==> src/rtl/ctrl_pipe.sv <==
// Opcode decode and control-word pipeline (EX/MEM/WB) for the 4-stage core,
// with load-use interlock, jump squash, external freeze and saturating perf counters.
module ctrl_pipe #(
  parameter int OPC_W = 6,
  parameter int RA_W  = 5,
  parameter int CNT_W = 16
) (
  input  logic             clk,
  input  logic             rst,
  input  logic             id_valid,
  input  logic [OPC_W-1:0] id_opcode,
  input  logic [RA_W-1:0]  id_rs,
  input  logic [RA_W-1:0]  id_rt,
  input  logic [RA_W-1:0]  id_dst,
  input  logic             ext_stall,
  output logic             id_stall,
  output logic             redirect,
  output logic             ex_valid,
  output logic [10:0]      ex_ctrl,
  output logic             mem_valid,
  output logic [10:0]      mem_ctrl,
  output logic             wb_valid,
  output logic [10:0]      wb_ctrl,
  output logic [RA_W-1:0]  wb_dst,
  output logic             illegal_op,
  output logic [CNT_W-1:0] stall_cnt,
  output logic [CNT_W-1:0] squash_cnt
);

  localparam logic [OPC_W-1:0] OPC_ADD  = OPC_W'(6'h0a);
  localparam logic [OPC_W-1:0] OPC_SUB  = OPC_W'(6'h0b);
  localparam logic [OPC_W-1:0] OPC_ADDI = OPC_W'(6'h14);
  localparam logic [OPC_W-1:0] OPC_SUBI = OPC_W'(6'h15);
  localparam logic [OPC_W-1:0] OPC_JMPI = OPC_W'(6'h1d);
  localparam logic [OPC_W-1:0] OPC_JMPR = OPC_W'(6'h1e);
  localparam logic [OPC_W-1:0] OPC_LD   = OPC_W'(6'h23);
  localparam logic [OPC_W-1:0] OPC_ST   = OPC_W'(6'h24);

  // Word layout {mux2,mux3,aluop[1:0],mux4,mux5,memR,memW,mux1,RegW,mux6}
  localparam logic [10:0] CTRL_ADD  = 11'b00_0100_000_10;
  localparam logic [10:0] CTRL_SUB  = 11'b00_1000_000_10;
  localparam logic [10:0] CTRL_ADDI = 11'b00_0101_000_10;
  localparam logic [10:0] CTRL_SUBI = 11'b00_1001_000_10;
  localparam logic [10:0] CTRL_JMPI = 11'b01_1100_001_00;
  localparam logic [10:0] CTRL_JMPR = 11'b10_1110_001_00;
  localparam logic [10:0] CTRL_LD   = 11'b10_0101_100_11;
  localparam logic [10:0] CTRL_ST   = 11'b10_0101_010_00;

  localparam int MEMR_B = 4;
  localparam int MUX1_B = 2;

  function automatic logic [CNT_W-1:0] sat_inc(input logic [CNT_W-1:0] v);
    return (&v) ? v : v + CNT_W'(1);
  endfunction

  logic [10:0]      w_dec_ctrl;
  logic             w_dec_illegal;
  logic             w_use_rs;
  logic             w_use_rt;
  logic             w_src_hit;
  logic             w_haz;
  logic             w_jmp;

  logic             r_vld_p1, r_vld_p2, r_vld_p3;
  logic [10:0]      r_ctrl_p1, r_ctrl_p2, r_ctrl_p3;
  logic [RA_W-1:0]  r_dst_p1, r_dst_p2, r_dst_p3;
  logic             r_illegal;
  logic [CNT_W-1:0] r_stall_cnt;
  logic [CNT_W-1:0] r_squash_cnt;

  // ID: decode and source-operand usage
  always_comb begin
    w_dec_ctrl    = '0;
    w_dec_illegal = 1'b0;
    w_use_rs      = 1'b1;
    w_use_rt      = 1'b0;
    case (id_opcode)
      OPC_ADD:  begin w_dec_ctrl = CTRL_ADD;  w_use_rt = 1'b1; end
      OPC_SUB:  begin w_dec_ctrl = CTRL_SUB;  w_use_rt = 1'b1; end
      OPC_ADDI: w_dec_ctrl = CTRL_ADDI;
      OPC_SUBI: w_dec_ctrl = CTRL_SUBI;
      OPC_JMPI: begin w_dec_ctrl = CTRL_JMPI; w_use_rs = 1'b0; end
      OPC_JMPR: w_dec_ctrl = CTRL_JMPR;
      OPC_LD:   w_dec_ctrl = CTRL_LD;
      OPC_ST:   begin w_dec_ctrl = CTRL_ST;   w_use_rt = 1'b1; end
      default:  w_dec_illegal = 1'b1;
    endcase
  end

  // A load in EX writing r0 never creates a dependency.
  always_comb begin
    w_src_hit = (w_use_rs && (r_dst_p1 == id_rs)) || (w_use_rt && (r_dst_p1 == id_rt));
    w_haz     = id_valid && r_vld_p1 && r_ctrl_p1[MEMR_B] && (r_dst_p1 != '0) && w_src_hit;
    w_jmp     = r_vld_p1 && r_ctrl_p1[MUX1_B];
  end

  assign redirect = w_jmp && !ext_stall;
  assign id_stall = (w_haz && !w_jmp) || ext_stall;

  // ID -> EX -> MEM -> WB stage registers
  always_ff @(posedge clk) begin
    if (rst) begin
      r_vld_p1  <= 1'b0;
      r_ctrl_p1 <= '0;
      r_dst_p1  <= '0;
      r_vld_p2  <= 1'b0;
      r_ctrl_p2 <= '0;
      r_dst_p2  <= '0;
      r_vld_p3  <= 1'b0;
      r_ctrl_p3 <= '0;
      r_dst_p3  <= '0;
    end else if (!ext_stall) begin
      r_vld_p3  <= r_vld_p2;
      r_ctrl_p3 <= r_ctrl_p2;
      r_dst_p3  <= r_dst_p2;
      r_vld_p2  <= r_vld_p1;
      r_ctrl_p2 <= r_ctrl_p1;
      r_dst_p2  <= r_dst_p1;
      if (w_jmp || w_haz) begin
        r_vld_p1  <= 1'b0;
        r_ctrl_p1 <= '0;
        r_dst_p1  <= '0;
      end else begin
        r_vld_p1  <= id_valid;
        r_ctrl_p1 <= id_valid ? w_dec_ctrl : '0;
        r_dst_p1  <= id_dst;
      end
    end
  end

  always_ff @(posedge clk) begin
    if (rst) begin
      r_illegal    <= 1'b0;
      r_stall_cnt  <= '0;
      r_squash_cnt <= '0;
    end else if (ext_stall) begin
      r_illegal <= 1'b0;
    end else begin
      r_illegal <= id_valid && w_dec_illegal && !w_jmp && !w_haz;
      if (w_jmp && id_valid)
        r_squash_cnt <= sat_inc(r_squash_cnt);
      if (w_haz && !w_jmp)
        r_stall_cnt <= sat_inc(r_stall_cnt);
    end
  end

  assign ex_valid   = r_vld_p1;
  assign ex_ctrl    = r_ctrl_p1;
  assign mem_valid  = r_vld_p2;
  assign mem_ctrl   = r_ctrl_p2;
  assign wb_valid   = r_vld_p3;
  assign wb_ctrl    = r_ctrl_p3;
  assign wb_dst     = r_dst_p3;
  assign illegal_op = r_illegal;
  assign stall_cnt  = r_stall_cnt;
  assign squash_cnt = r_squash_cnt;

endmodule

==> config.mk <==
export PLATFORM = sky130hd
export DESIGN_NAME = ctrl_pipe
export DESIGN_NICKNAME = d
export VERILOG_FILES = /design/src/rtl/ctrl_pipe.sv
export SDC_FILE = /design/constraint.sdc
export NUM_CORES = 1
export LEC_CHECK = 0
export CORE_MARGIN = 2
export CORE_UTILIZATION = 52
export DETAILED_ROUTE_END_ITERATION = 10
export GPL_TIMING_DRIVEN = 1
export PLACE_DENSITY = 0.9
export REMOVE_ABC_BUFFERS = 1
export SYNTH_ARGS = -nofsm -noshare
export SYNTH_HDL_FRONTEND = slang
export SYNTH_SLANG_ARGS = --single-unit
export TNS_END_PERCENT = 1
==> constraint.sdc <==
create_clock -name clk -period 5.7 [get_ports clk]
set_clock_uncertainty 0.15 [all_clocks]
set_input_delay 1.425 -clock clk [delete_from_list [all_inputs] [get_ports clk]]
set_output_delay 1.425 -clock clk [all_outputs]
set_load 0.005 [all_outputs]
==> flow_summary_export.csv, run 1 <==
group,metric,value,unit
detailed_routing,first_pass_iters,4,
sta,tightest_slew,791,ps
pwr,clkPwrFrac,0.413,
die,num_rows,31,
global_routing,grt_pass1_wl,14500,um
run,cap_violations,0,
detailed_routing,drc,0,
clocking,clkTransAtPathRegs,80,ps
global_routing,grt_usage,0.231,
synthesis,synth_top_area_frac,0.425,
detailed_routing,met3_length,449,um
finish,nets,540,
global_routing,antenna_found_initial,0,
detailed_routing,ant_nets,0,
synthesis,ys_seq_area_frac,0.425,
placement,port_buffers,100,
detailed_routing,highest_layer,"met4",
finish,multi_input_area,2030,sq um
pwr,ir_worst_vdd,127,uV
finish,drive_gt1_frac,0.0830,
die,start_util,0.531,
sta,hold_viol,0,
die,die-area,8030,sq um
clocking,cts_buffers,9,
synthesis,async_flop_share,0,
synthesis,synth_area_leaders,"dfxtp_1 43%, mux2i_1 8.9%, nor2_1 6.3%, xor2_1 4.8%, nand2_1 3.3%",
setup_path,path_cells,"clkdlybuf4s50_1 -> nand4b_1 -> or3_1 -> nand4_2 -> nand2_1 -> a21o_1 -> clkdlybuf4s50_1",
global_routing,grt_overflow,0,
synthesis,syn_area_per_cell,8.99,sq um
synthesis,synth_common_cells,"81 x dfxtp_1, 64 x nor2_1, 34 x mux2i_1",
synthesis,synth_mux_area_frac,0.107,
sta,finalSetupTns,0,ps
sta,period_minus_slack,5260,ps
synthesis,synth_xor_area_frac,0.0598,
pwr,total_power,1.13,mW
die,io_pins,101,
synthesis,synth.most_common_cell,"dfxtp_1",
pwr,power_switching,0.261,mW
sta,layout_setup_ws,445,ps
detailed_routing,wl,9010,um
sta,fin_crit_sh,0.922,
clocking,cts_tree,"yes",
synthesis,syn_area,3810,sq um
synthesis,yosys.area_share.simple,0.251,
placement,place_ws,502,ps
synthesis,synth_top_cell_by_area,"dfxtp_1",
synthesis,synth_cells,424,
clocking,cts.repair.resized,0,
synthesis,synth_edf_count,0,
placement,gp_congestion,0.833,
hold_path,hp-class,"flop to flop",
pwr,power.share.switching,0.230,
pwr,cellLeakagePower,1.88,nW
detailed_routing,vias_per_cell,5.51,
detailed_routing,wl_met2,4390,um
run_status,status,"complete, no violations",
synthesis,yosysWarnings,0,
finish,nFillCells,551,
placement,place.detailed.hpwl,6530,um
detailed_routing,wl_met1,4000,um
sta,final-setup-viol-count,0,
detailed_routing,wl_per_cell,14.6,um
setup_path,worstPathRequired,4120,ps
sta,clock.fmax,0.190,GHz
detailed_routing,num_vias,3399,
synthesis,synth.distinct_cells,55,
die,fp.dieW,89.6,um
sta,rsz0062_at_grt,"no",
setup_path,crit_path_max_fanout,11,
setup_path,cp.buffers_inverters,2,
pwr,p_int,0.872,mW
finish,final-instance-count-excl-fill,617,
global_routing,grt_max_degree,38,
setup_path,cp-end-kind,"output port",
detailed_routing,drt_iter0_drc,117,
synthesis,synth_top_family_by_area,"simple AND/OR/NAND/NOR gates",
pwr,pwr-share-seq,0.509,
clocking,cts_root_buf,"clkbuf_8",
pwr,p_comb_frac,0.078,
pwr,p_per_area,224,nW/um^2
clocking,htree_levels,3,
sta,final_max_slew_viol_count,0,
finish,n_antenna_cell,0,
synthesis,ys_ff_latch,81,
setup_path,path_common_cell,"clkdlybuf4s50_1",
die,core_area,7180,sq um
clocking,cts_hold_buf,0,
clocking,cts_setup_buffers,0,
synthesis,ys.flop_type,"dfxtp_1",
finish,seq_area,1620,sq um
finish,area_delta_synth_final,32.4,%
die,die_y,89.6,um
clocking,clkLatencyLatePin,340,ps
synthesis,synth-adder-area-share,0.00657,
setup_path,critPathSlowestCell,"clkdlybuf4s50_1",
setup_path,r2r_slack,3210,ps
setup_path,cpLargestDelayFamily,"buffers and inverters",
setup_path,slowest_delay,710,ps
setup_path,start_kind,"input pin",
clocking,clock_path_buffers,2,
sta,slew_headroom,0.469,
synthesis,synth_compound_area_frac,0.108,
global_routing,grt_pass1_vias,3139,
setup_path,cp.arrival,3680,ps
clocking,clock-sinks,81,
placement,dp.cells,601,
setup_path,worstSetupPathType,"input pin to output port",
==> power groups by stage <==
stage | registers, mW | clock network [mW] | logic [mW]
2_1_floorplan | 0.589 | 0 | 0.0345
3_3_place_gp | 0.590 | 0 | 0.0858
3_5_place_dp | 0.590 | 0 | 0.0873
4_1_cts | 0.577 | 0.474 | 0.0881
5_1_grt | 0.578 | 0.501 | 0.0958
6_report | 0.577 | 0.468 | 0.0881
==> per-layer routing <==
metal  global-route usage  up-vias
li1                     -     1663
met1                0.311     1626
met2                0.374       96
met3               0.0311       14
met4               0.0963        0
met5                    0        -
==> logic make-up after synthesis <==
family,count (synthesis)
simple gates,181
flops,81
compound gates,63
mux,40
buf+inv,31
xor+xnor,26
fa+ha+maj,2
==> sequential cells by signal, summed over array words and instances (netlist names) <==
register / flops
squash_cnt: 16
stall_cnt: 16
ex_ctrl: 10
mem_ctrl: 10
wb_ctrl: 10
r_dst_p1: 5
r_dst_p2: 5
wb_dst: 5
ex_valid: 1
illegal_op: 1
mem_valid: 1
wb_valid: 1
==> stage by stage <==
step	instance area, sq um	util	hold slack, ps
floorplan	3670	-	310
finish	5050	0.703	341
global placement	4820	0.671	314
global route	5050	0.703	355
CTS	5050	0.703	338
detailed placement	4820	0.671	324
==> final cells by class <==
cell class                 count  area share
tap                           99      0.0245
multi-input combinational    312       0.402
clock buffer                  10      0.0273
sequential                    81       0.321
clock inverter                 6      0.0179
timing repair buffer         105       0.204
inverter                       4     0.00298
==> worst min-delay path: cells and delay by family (launching register included) <==
kind	cells	cell delay [ps]
compound gates	1	50
flops	1	340
simple gates	1	60
==> cell usage in the layout, fill, tap and decap left out, drive strengths merged, types with 2 or more instances in the layout <==
master,n
clkdlybuf4s50,98
dfxtp,81
nor2,64
mux2i,34
nand2,33
a21oi,24
xor2,21
nand3,18
o21ai,12
o31ai,11
clkbuf,10
nand4,10
nor2b,8
or4,7
buf,7
nor3,6
nand2b,6
mux2,6
or3,5
xnor2,5
inv,5
nor4,5
nand4b,4
and4,3
a211oi,3
or2,3
a31oi,3
or2b,2
o22ai,2
and3,2
ha,2
bufinv,2
and2,2
o41ai,2
clkinv,2
==> path summary, 6_finish.rpt <==
| check | start | cells past startpoint | endpoint |
|---|---|---|---|
| worst max-delay path | id_opcode[2] | 7 | id_stall |
| worst max register to register | stall_cnt[0]$_SDFFE_PP0P_ | 6 | stall_cnt[0]$_SDFFE_PP0P_ |
| worst min-delay path | ex_ctrl[8]$_SDFFE_PP0N_ | 2 | ex_ctrl[8]$_SDFFE_PP0N_ |
| worst min register to register | ex_ctrl[8]$_SDFFE_PP0N_ | 2 | ex_ctrl[8]$_SDFFE_PP0N_ |
Note: power is estimated with default switching activity, not from simulation.
==> run 2: changes to the inputs <==
--- a/config.mk
+++ b/config.mk
@@ -8,6 +8,7 @@
 export CORE_MARGIN = 2
 export CORE_UTILIZATION = 52
 export DETAILED_ROUTE_END_ITERATION = 10
+export GPL_ROUTABILITY_DRIVEN = 0
 export GPL_TIMING_DRIVEN = 1
 export PLACE_DENSITY = 0.9
 export REMOVE_ABC_BUFFERS = 1
==> run 2 against run 1 <==
Net effect: critical path depth unchanged; non-clock buffer count decreased by 2; worst setup slack got worse by 23 ps; sequential share of layout area increased by 0.53 points; critical endpoint unchanged; routed wire length increased by 2.9%; global-route usage decreased by 0.57 points; sequential power about the same; first-iteration DRC count increased by 32%; clock power decreased by 25%; sequential cell count unchanged; critical path type unchanged; hold slack got worse by 8.5 ps; die area unchanged.
==> flow_summary_export.csv, run 2 (synthesized netlist as in run 1, its figures left out) <==
group,metric,value,unit
finish,n_antenna_cell,0,
finish,final_common_cell,"clkdlybuf4s50_1",
clocking,cts_tree,"yes",
setup_path,worstSetupPathType,"input pin to output port",
placement,place.detailed.hpwl,6690,um
detailed_routing,wl,9270,um
global_routing,grt_max_degree,53,
setup_path,slowest_delay,710,ps
hold_path,hp-class,"flop to flop",
setup_path,path_cells,"clkdlybuf4s50_1 -> nand4b_1 -> or3_1 -> nand4_2 -> nand2_1 -> a21o_1 -> clkdlybuf4s50_1",
global_routing,grt_usage,0.225,
die,fp.dieW,89.6,um
sta,clock.fmax,0.189,GHz
sta,fin_crit_sh,0.926,
die,num_rows,31,
die,core_area,7180,sq um
clocking,cts.repair.resized,0,
setup_path,cp.arrival,3700,ps
die,die_y,89.6,um
sta,hold_viol,0,
finish,final_cell_area,4960,sq um
die,die-area,8030,sq um
clocking,clkTransAtPathRegs,70,ps
clocking,cts_root_buf,"clkbuf_8",
detailed_routing,ant_nets,0,
setup_path,worstPathRequired,4120,ps
placement,dp.cells,599,
clocking,cts_buffers,9,
setup_path,crit_path_max_fanout,11,
clocking,cts_setup_buffers,0,
setup_path,critPathSlowestCell,"clkdlybuf4s50_1",
sta,slew_headroom,0.437,
placement,port_buffers,100,
pwr,cellLeakagePower,1.84,nW
finish,area_delta_synth_final,30.2,%
global_routing,antenna_found_initial,0,
sta,final_max_slew_viol_count,0,
detailed_routing,drt_iter0_drc,154,
setup_path,start_kind,"input pin",
global_routing,grt_overflow,0,
detailed_routing,first_pass_iters,5,
sta,tightest_slew,839,ps
run_status,status,"complete, no violations",
setup_path,cp-end-kind,"output port",
sta,finalSetupTns,0,ps
die,start_util,0.531,
finish,nets,538,
placement,placed_area,4800,sq um
detailed_routing,drc,0,
clocking,clock-sinks,81,
detailed_routing,wl_per_cell,15.1,um
global_routing,grt_pass1_wl,14100,um
clocking,clock_path_buffers,2,
die,io_pins,101,
run,cap_violations,0,
clocking,htree_levels,3,
finish,final-instance-count-excl-fill,614,
finish,drive_gt1_frac,0.0777,
finish,layout_common_cells,"98 x clkdlybuf4s50_1, 81 x dfxtp_1, 64 x nor2_1",
detailed_routing,num_vias,3391,
sta,final-setup-viol-count,0,
sta,period_minus_slack,5280,ps
detailed_routing,vias_per_cell,5.52,
sta,rsz0062_at_grt,"no",
clocking,clkLatencyLatePin,350,ps
global_routing,grt_pass1_vias,3086,
setup_path,path_common_cell,"clkdlybuf4s50_1",
pwr,ir_worst_vdd,180,uV
sta,holdWs,333,ps
pwr,p_per_area,205,nW/um^2
clocking,cts_hold_buf,0,
[run 2: changes by cell type in the layout (fill, tap and decap cells not counted)]
cell	previous run	this run
inv_6	1	0
clkinv_2	1	4
clkbuf_8	10	9
bufinv_16	2	0
buf_4	5	3
[run 2: layer usage]
metal / GRT usage / up-vias / wire length (um)
met5: 0 / - / 0
met1: 0.271 / 1587 / 3920
li1: - / 1655 / -
met3: 0.0649 / 25 / 542
met4: 0.0868 / 0 / 248
met2: 0.380 / 124 / 4550
[run 2: worst paths after layout]
check / startpoint / end / slack, ps / depth (start not counted)
worst max-delay path: id_opcode[2] / id_stall / 420 / 7
worst min-delay path: ex_ctrl[1]$_SDFFE_PP0N_ / ex_ctrl[1]$_SDFFE_PP0N_ / 330 / 2
worst max register to register: stall_cnt[0]$_SDFFE_PP0P_ / stall_cnt[0]$_SDFFE_PP0P_ / 3210 / 6
worst min register to register: ex_ctrl[1]$_SDFFE_PP0N_ / ex_ctrl[1]$_SDFFE_PP0N_ / 330 / 2
[run 2: final cells by class]
type	count	area, sq um
clock buffers	9	124
clock inverters	6	36.3
fillers	576	2210
inverters	4	15.0
multi-input cells	312	2030
flip-flops and latches	81	1620
well taps	99	124
repair buffers	103	1010
[run 2: critical path, delay by kind of cell]
kind,cells,cell delay (ps)
compound gates,1,170
simple gates,4,940
buf+inv,2,1150
[run 2: report_power, final]
part	internal (mW)	switching, mW	total, mW
Sequential	0.571	0.00609	0.577
Clock	0.153	0.200	0.353
Combinational	0.0400	0.0484	0.0884
[run 2: stage by stage]
stage | utilization | setup WS (ps) | total power [mW]
floorplan | - | 1780 | 0.624
global placement | 0.669 | 596 | 0.674
detailed placement | 0.669 | 489 | 0.678
CTS | 0.692 | 484 | 1.03
global route | 0.692 | 337 | 1.06
finish | 0.692 | 421 | 1.02
